==> src/rtl/note_sequencer.sv <==
// rtl/note_sequencer.sv - step sequencer feeding the note LUT and tone divider
module note_sequencer #(
    parameter int STEPS   = 16,
    parameter int ADDR_W  = 4,
    parameter int TEMPO_W = 20,
    parameter int LUT_LAT = 2
) (
    input  logic               clk,
    input  logic               rst,
    input  logic               wr_en,
    input  logic [ADDR_W-1:0]  wr_addr,
    input  logic [8:0]         wr_data,
    input  logic [TEMPO_W-1:0] tempo,
    input  logic               loop_en,
    input  logic               start,
    input  logic               stop,
    output logic [3:0]         lut_note,
    output logic [3:0]         lut_octave,
    input  logic [15:0]        lut_div,
    output logic [15:0]        tone_div,
    output logic               tone_load,
    output logic               gate,
    output logic               busy,
    output logic [ADDR_W-1:0]  step_idx
);

    typedef enum logic [2:0] {
        IDLE   = 3'd0,
        FETCH  = 3'd1,
        LOOKUP = 3'd2,
        LOAD   = 3'd3,
        HOLD   = 3'd4
    } state_t;

    localparam logic [TEMPO_W-1:0] LOOKUP_LAST = TEMPO_W'(LUT_LAT - 1);
    localparam logic [ADDR_W-1:0]  LAST_IDX    = ADDR_W'(STEPS - 1);

    logic [8:0] mem_q [STEPS];
    logic [8:0] rd_word;

    state_t             state_q, state_d;
    logic [ADDR_W-1:0]  step_idx_q, step_idx_d;
    logic [3:0]         lut_note_q, lut_note_d;
    logic [3:0]         lut_octave_q, lut_octave_d;
    logic [15:0]        tone_div_q, tone_div_d;
    logic               tone_load_q, tone_load_d;
    logic               gate_q, gate_d;
    logic               busy_q, busy_d;
    logic               last_q, last_d;
    logic               rest_q, rest_d;
    logic [TEMPO_W-1:0] cnt_q, cnt_d;

    // Pattern storage: written from the host in any state, never reset
    always_ff @(posedge clk) begin
        if (wr_en) begin
            mem_q[wr_addr] <= wr_data;
        end
    end

    assign rd_word = mem_q[step_idx_q];

    // Next-state and next-output computation for the sequencer FSM
    always_comb begin
        state_d      = state_q;
        step_idx_d   = step_idx_q;
        lut_note_d   = lut_note_q;
        lut_octave_d = lut_octave_q;
        tone_div_d   = tone_div_q;
        tone_load_d  = 1'b0;
        gate_d       = gate_q;
        last_d       = last_q;
        rest_d       = rest_q;
        cnt_d        = cnt_q;

        case (state_q)
            IDLE: begin
                if (start && !stop) begin
                    state_d    = FETCH;
                    step_idx_d = '0;
                end
            end
            FETCH: begin
                lut_note_d   = rd_word[7:4];
                lut_octave_d = rd_word[3:0];
                last_d       = rd_word[8];
                rest_d       = (rd_word[7:4] >= 4'd12);
                cnt_d        = '0;
                state_d      = LOOKUP;
            end
            LOOKUP: begin
                if (cnt_q == LOOKUP_LAST) begin
                    state_d = LOAD;
                end else begin
                    cnt_d = cnt_q + TEMPO_W'(1);
                end
            end
            LOAD: begin
                if (rest_q) begin
                    gate_d = 1'b0;
                end else begin
                    tone_div_d  = lut_div;
                    tone_load_d = 1'b1;
                    gate_d      = 1'b1;
                end
                cnt_d   = (tempo == '0) ? TEMPO_W'(1) : tempo;
                state_d = HOLD;
            end
            HOLD: begin
                if (cnt_q <= TEMPO_W'(1)) begin
                    if (last_q || (step_idx_q == LAST_IDX)) begin
                        if (loop_en) begin
                            step_idx_d = '0;
                            state_d    = FETCH;
                        end else begin
                            gate_d  = 1'b0;
                            state_d = IDLE;
                        end
                    end else begin
                        step_idx_d = step_idx_q + ADDR_W'(1);
                        state_d    = FETCH;
                    end
                end else begin
                    cnt_d = cnt_q - TEMPO_W'(1);
                end
            end
            default: begin
                state_d = IDLE;
                gate_d  = 1'b0;
            end
        endcase

        // A stop request overrides whatever the active state decided
        if (stop && (state_q != IDLE)) begin
            state_d     = IDLE;
            gate_d      = 1'b0;
            tone_load_d = 1'b0;
            step_idx_d  = '0;
        end

        busy_d = (state_d != IDLE);
    end

    // State and registered outputs
    always_ff @(posedge clk or posedge rst) begin
        if (rst) begin
            state_q      <= IDLE;
            step_idx_q   <= '0;
            lut_note_q   <= '0;
            lut_octave_q <= '0;
            tone_div_q   <= '0;
            tone_load_q  <= 1'b0;
            gate_q       <= 1'b0;
            busy_q       <= 1'b0;
            last_q       <= 1'b0;
            rest_q       <= 1'b0;
            cnt_q        <= '0;
        end else begin
            state_q      <= state_d;
            step_idx_q   <= step_idx_d;
            lut_note_q   <= lut_note_d;
            lut_octave_q <= lut_octave_d;
            tone_div_q   <= tone_div_d;
            tone_load_q  <= tone_load_d;
            gate_q       <= gate_d;
            busy_q       <= busy_d;
            last_q       <= last_d;
            rest_q       <= rest_d;
            cnt_q        <= cnt_d;
        end
    end

    assign lut_note   = lut_note_q;
    assign lut_octave = lut_octave_q;
    assign tone_div   = tone_div_q;
    assign tone_load  = tone_load_q;
    assign gate       = gate_q;
    assign busy       = busy_q;
    assign step_idx   = step_idx_q;

endmodule

==> config.mk <==
export PLATFORM = sky130hd
export DESIGN_NAME = note_sequencer
export DESIGN_NICKNAME = d
export VERILOG_FILES = /design/src/rtl/note_sequencer.sv
export SDC_FILE = /design/constraint.sdc
export NUM_CORES = 1
export LEC_CHECK = 0
export ABC_AREA = 1
export BUFFER_PORTS_ARGS = -buffer_cell sky130_fd_sc_hd__clkbuf_2
export CAP_MARGIN = 20
export CORE_AREA = 3 3 131 133
export DETAILED_ROUTE_END_ITERATION = 10
export DIE_AREA = 0 0 134 136
export MAX_ROUTING_LAYER = met4
export PLACE_DENSITY = 0.84
export SYNTH_ARGS = -nofsm -noshare
export SYNTH_HDL_FRONTEND = slang
export SYNTH_SLANG_ARGS = --single-unit
==> constraint.sdc <==
create_clock -name clk -period 2.5 [get_ports clk]
set_input_delay 0.75 -clock clk [delete_from_list [all_inputs] [get_ports clk]]
set_output_delay 0.75 -clock clk [all_outputs]
set_load 0.02 [all_outputs]
==> results.ini <==
[yosys]
synthDistinctLibCells = 34
synthCells = 1052
netlist_area_sq_um = 9540
yosysSeqAreaShare_pct = 60.0
ys_top_cells_by_area = edfxtp_1, dfrtp_1, nand2_1
avgSynthCellArea_sq_um = 9.07
ys_warn_count = 0
synth_fp_nets = 1111
synth_top_area_share_pct = 45.3
ys_ff_latch = 200
synth_area_leader_cell = edfxtp_1

[global_route]
grt_pass1_vias = 7454
grt_overflow = 0
grt_max_degree = 57
grt_first_pass_wirelength_um = 38300
antenna_found_initial = 0
grt_usage_pct = 28.1

[sta]
max_freq_ghz = 0.421
period_minus_slack_ns = 2.38
finalSetupViolCount = 0
fin_ws_ns = 0.122
slew_viol_final = 0
tns_ns = 0
worst_clock_skew_ns = 0.00577
timing.final.crit_share_pct = 95.1
slew_headroom_pct = 57.8
rsz0062_at_grt = no
hold_viol_final = 0
worst_pin_slew_ns = 0.632

[routing]
ant_nets = 0
vias = 7959
dr.pass1.iters = 6
via_per_inst = 5.78
wl_um = 24300
drcViolationCount = 0
drt_iter0_markers = 731
avgRoutedWirePerCell_um = 17.7

[layout]
nets = 1207
antenna_cells = 0
syn_to_final_growth_pct = 13.9
stdcell_area_sq_um = 10900
drive_gt1_share_pct = 16.2
fillers = 1223

[floorplan]
rows = 46
die_w_um = 134
core_sq_um = 15900
die_area_sq_um = 18200
ios = 86
initial_core_util_pct = 59.9
dieHeight_um = 136

[worst_setup_path]
r2r_cells = 11
critPathKind = reg -> out
crit_required_ns = 1.75
endpoint_kind = output pin
reg2reg_to = cnt_q[14]
regToRegSetupSlack_ns = 0.31
critPathMaxFanout = 56
r2r-start = cnt_q[0]
crit_arrival_ns = 1.63
cp-start-kind = flop

[clock_tree]
tritoncts = yes
cts_buffer_depth = 2
clockRootBuffer = clkbuf_16
cts_resized = 0
htreeDepth = 4
post_cts_buffers = 0
clkSlewWorstSetupHoldPaths_ns = 0.07
clkLatencyLatePin_ns = 0.44
ctsHoldBuffers = 0
clock-sinks = 200
numCtsBuffers = 17

[power]
p_per_area_nw_per_um2 = 1000
p_leak_nw = 4.62
peakVddDrop_v = 0.000673

[min_path]
min_path_type = in -> async

[placement]
pre_cts_ws_ns = 0.367
hpwlAfterDp_um = 16600
gp_congestion = 1.05
place_area_sq_um = 10300
port_buffers = 85

[run_status]
outcome = finished, final reports clean

[job]
drv_cap = 0

stage by stage:
| stage | instances | total power [W] | utilization [%] | hold WS [ns] |
|---|---|---|---|---|
| after detailed placement | 1345 | 0.00809 | 64.5 | 0.463 |
| after global routing | 1377 | 0.0115 | 68.2 | 0.424 |
| after global placement | 1345 | 0.00800 | 64.5 | 0.455 |
| final | 1377 | 0.0109 | 68.2 | 0.371 |
| after floorplan | 1052 | 0.00715 | - | 0.469 |
| after CTS | 1377 | 0.0108 | 68.2 | 0.389 |
layout make-up:
type	count	area (sq um)	share of cell area [%]
Multi-Input combinational cell	752	3380	31.1
Tap cell	216	270	2.49
Clock inverter	14	163	1.50
Clock buffer	18	429	3.95
Timing Repair Buffer	119	681	6.26
Inverter	58	220	2.03
Sequential cell	200	5730	52.7
worst max-delay path, stage by stage, from the launching register on:
cell	delay (ns)
dfrtp_2	0.39
buf_4	0.49
clkbuf_2	0.28
cells in the final DEF (no fill, tap or decap), drive strengths merged:
| cell | netlist | final |
|---|---|---|
| nand2 | 345 | 345 |
| edfxtp | 144 | 144 |
| nor2 | 141 | 141 |
| clkbuf | 21 | 103 |
| nand3 | 95 | 95 |
| o21ai | 71 | 71 |
| inv | 53 | 59 |
| dfrtp | 56 | 56 |
| a21oi | 39 | 39 |
| buf | 21 | 34 |
| nor3 | 17 | 17 |
| o22ai | 15 | 15 |
| clkinv | 5 | 8 |
| o211ai | 7 | 7 |
| nand4 | 6 | 6 |
| nand3b | 4 | 4 |
| ha | 4 | 4 |
| clkinvlp | 0 | 3 |
| xnor2 | 2 | 2 |
| nor4 | 2 | 2 |
| bufinv | 0 | 2 |
| o21bai | 1 | 1 |
| nor3b | 1 | 1 |
| a32oi | 1 | 1 |
| or2 | 1 | 1 |
cells in the mapped netlist:
cell type	n
edfxtp_1	144
dfrtp_1	56
o21bai_1	1
buf_2	12
buf_4	2
a32oi_1	1
buf_1	2
nor3_1	17
inv_4	1
nor2_4	4
nand3b_1	4
clkbuf_1	21
nand2_2	9
nor3b_1	1
clkinv_1	5
nor2_1	128
nand2_4	1
nor4_1	2
nand2_1	335
or2_2	1
o22ai_1	15
nand3_2	1
o21ai_0	62
o21ai_2	9
xnor2_1	2
a21oi_1	39
nand4_1	6
o211ai_1	7
buf_6	5
inv_1	50
inv_2	2
nand3_1	94
ha_1	4
nor2_2	9
metal layers:
metal	GRT usage, %	vias to the layer above	part of all wire [%]
met4	10.4	0	3.5
met2	44.9	416	49
met3	5.07	91	8.3
met5	-	-	0
met1	36.5	3723	39
li1	-	3729	-
power breakdown:
part / switching, W / internal [W]
logic: 0.00261 / 0.00113
registers: 0.000407 / 0.00395
clock network: 0.00127 / 0.00150
total: 0.00429 / 0.00659
cell families (layout without fill, tap and decap cells):
| logic type | after synthesis | after routing | share of synthesized area [%] |
|---|---|---|---|
| flip-flops | 200 | 200 | 60.0 |
| buffers and inverters | 100 | 209 | 4.59 |
| AND/OR/NAND/NOR | 612 | 612 | 26.9 |
| adder cells (fa/ha/maj) | 4 | 4 | 0.524 |
| AO/OA/AOI/OAI | 134 | 134 | 7.83 |
| XOR/XNOR | 2 | 2 | 0.184 |
worst max-delay path by stage:
stage                            from           to  depth (start not counted)  slack, ns
after floorplan                   rst         busy                          1       0.38
after global placement       cnt_q[0]     cnt_q[8]                         11       0.47
after detailed placement     cnt_q[0]    cnt_q[14]                         11       0.37
after CTS                 step_idx[0]  step_idx[0]                          2       0.15
after global routing      step_idx[0]  step_idx[0]                          2       0.05
final                     step_idx[0]  step_idx[0]                          2       0.12
state kept, by name, summed over array words and instances, names as in the netlist:
signal and count:
cnt_q 20, last_q 1, gate 1, lut_note 4, lut_octave 4, tone_load 1, rest_q 1, step_idx 4
mem_q 144, tone_div 16, state_q 3, busy 1
(Power assumes the default switching activity.)
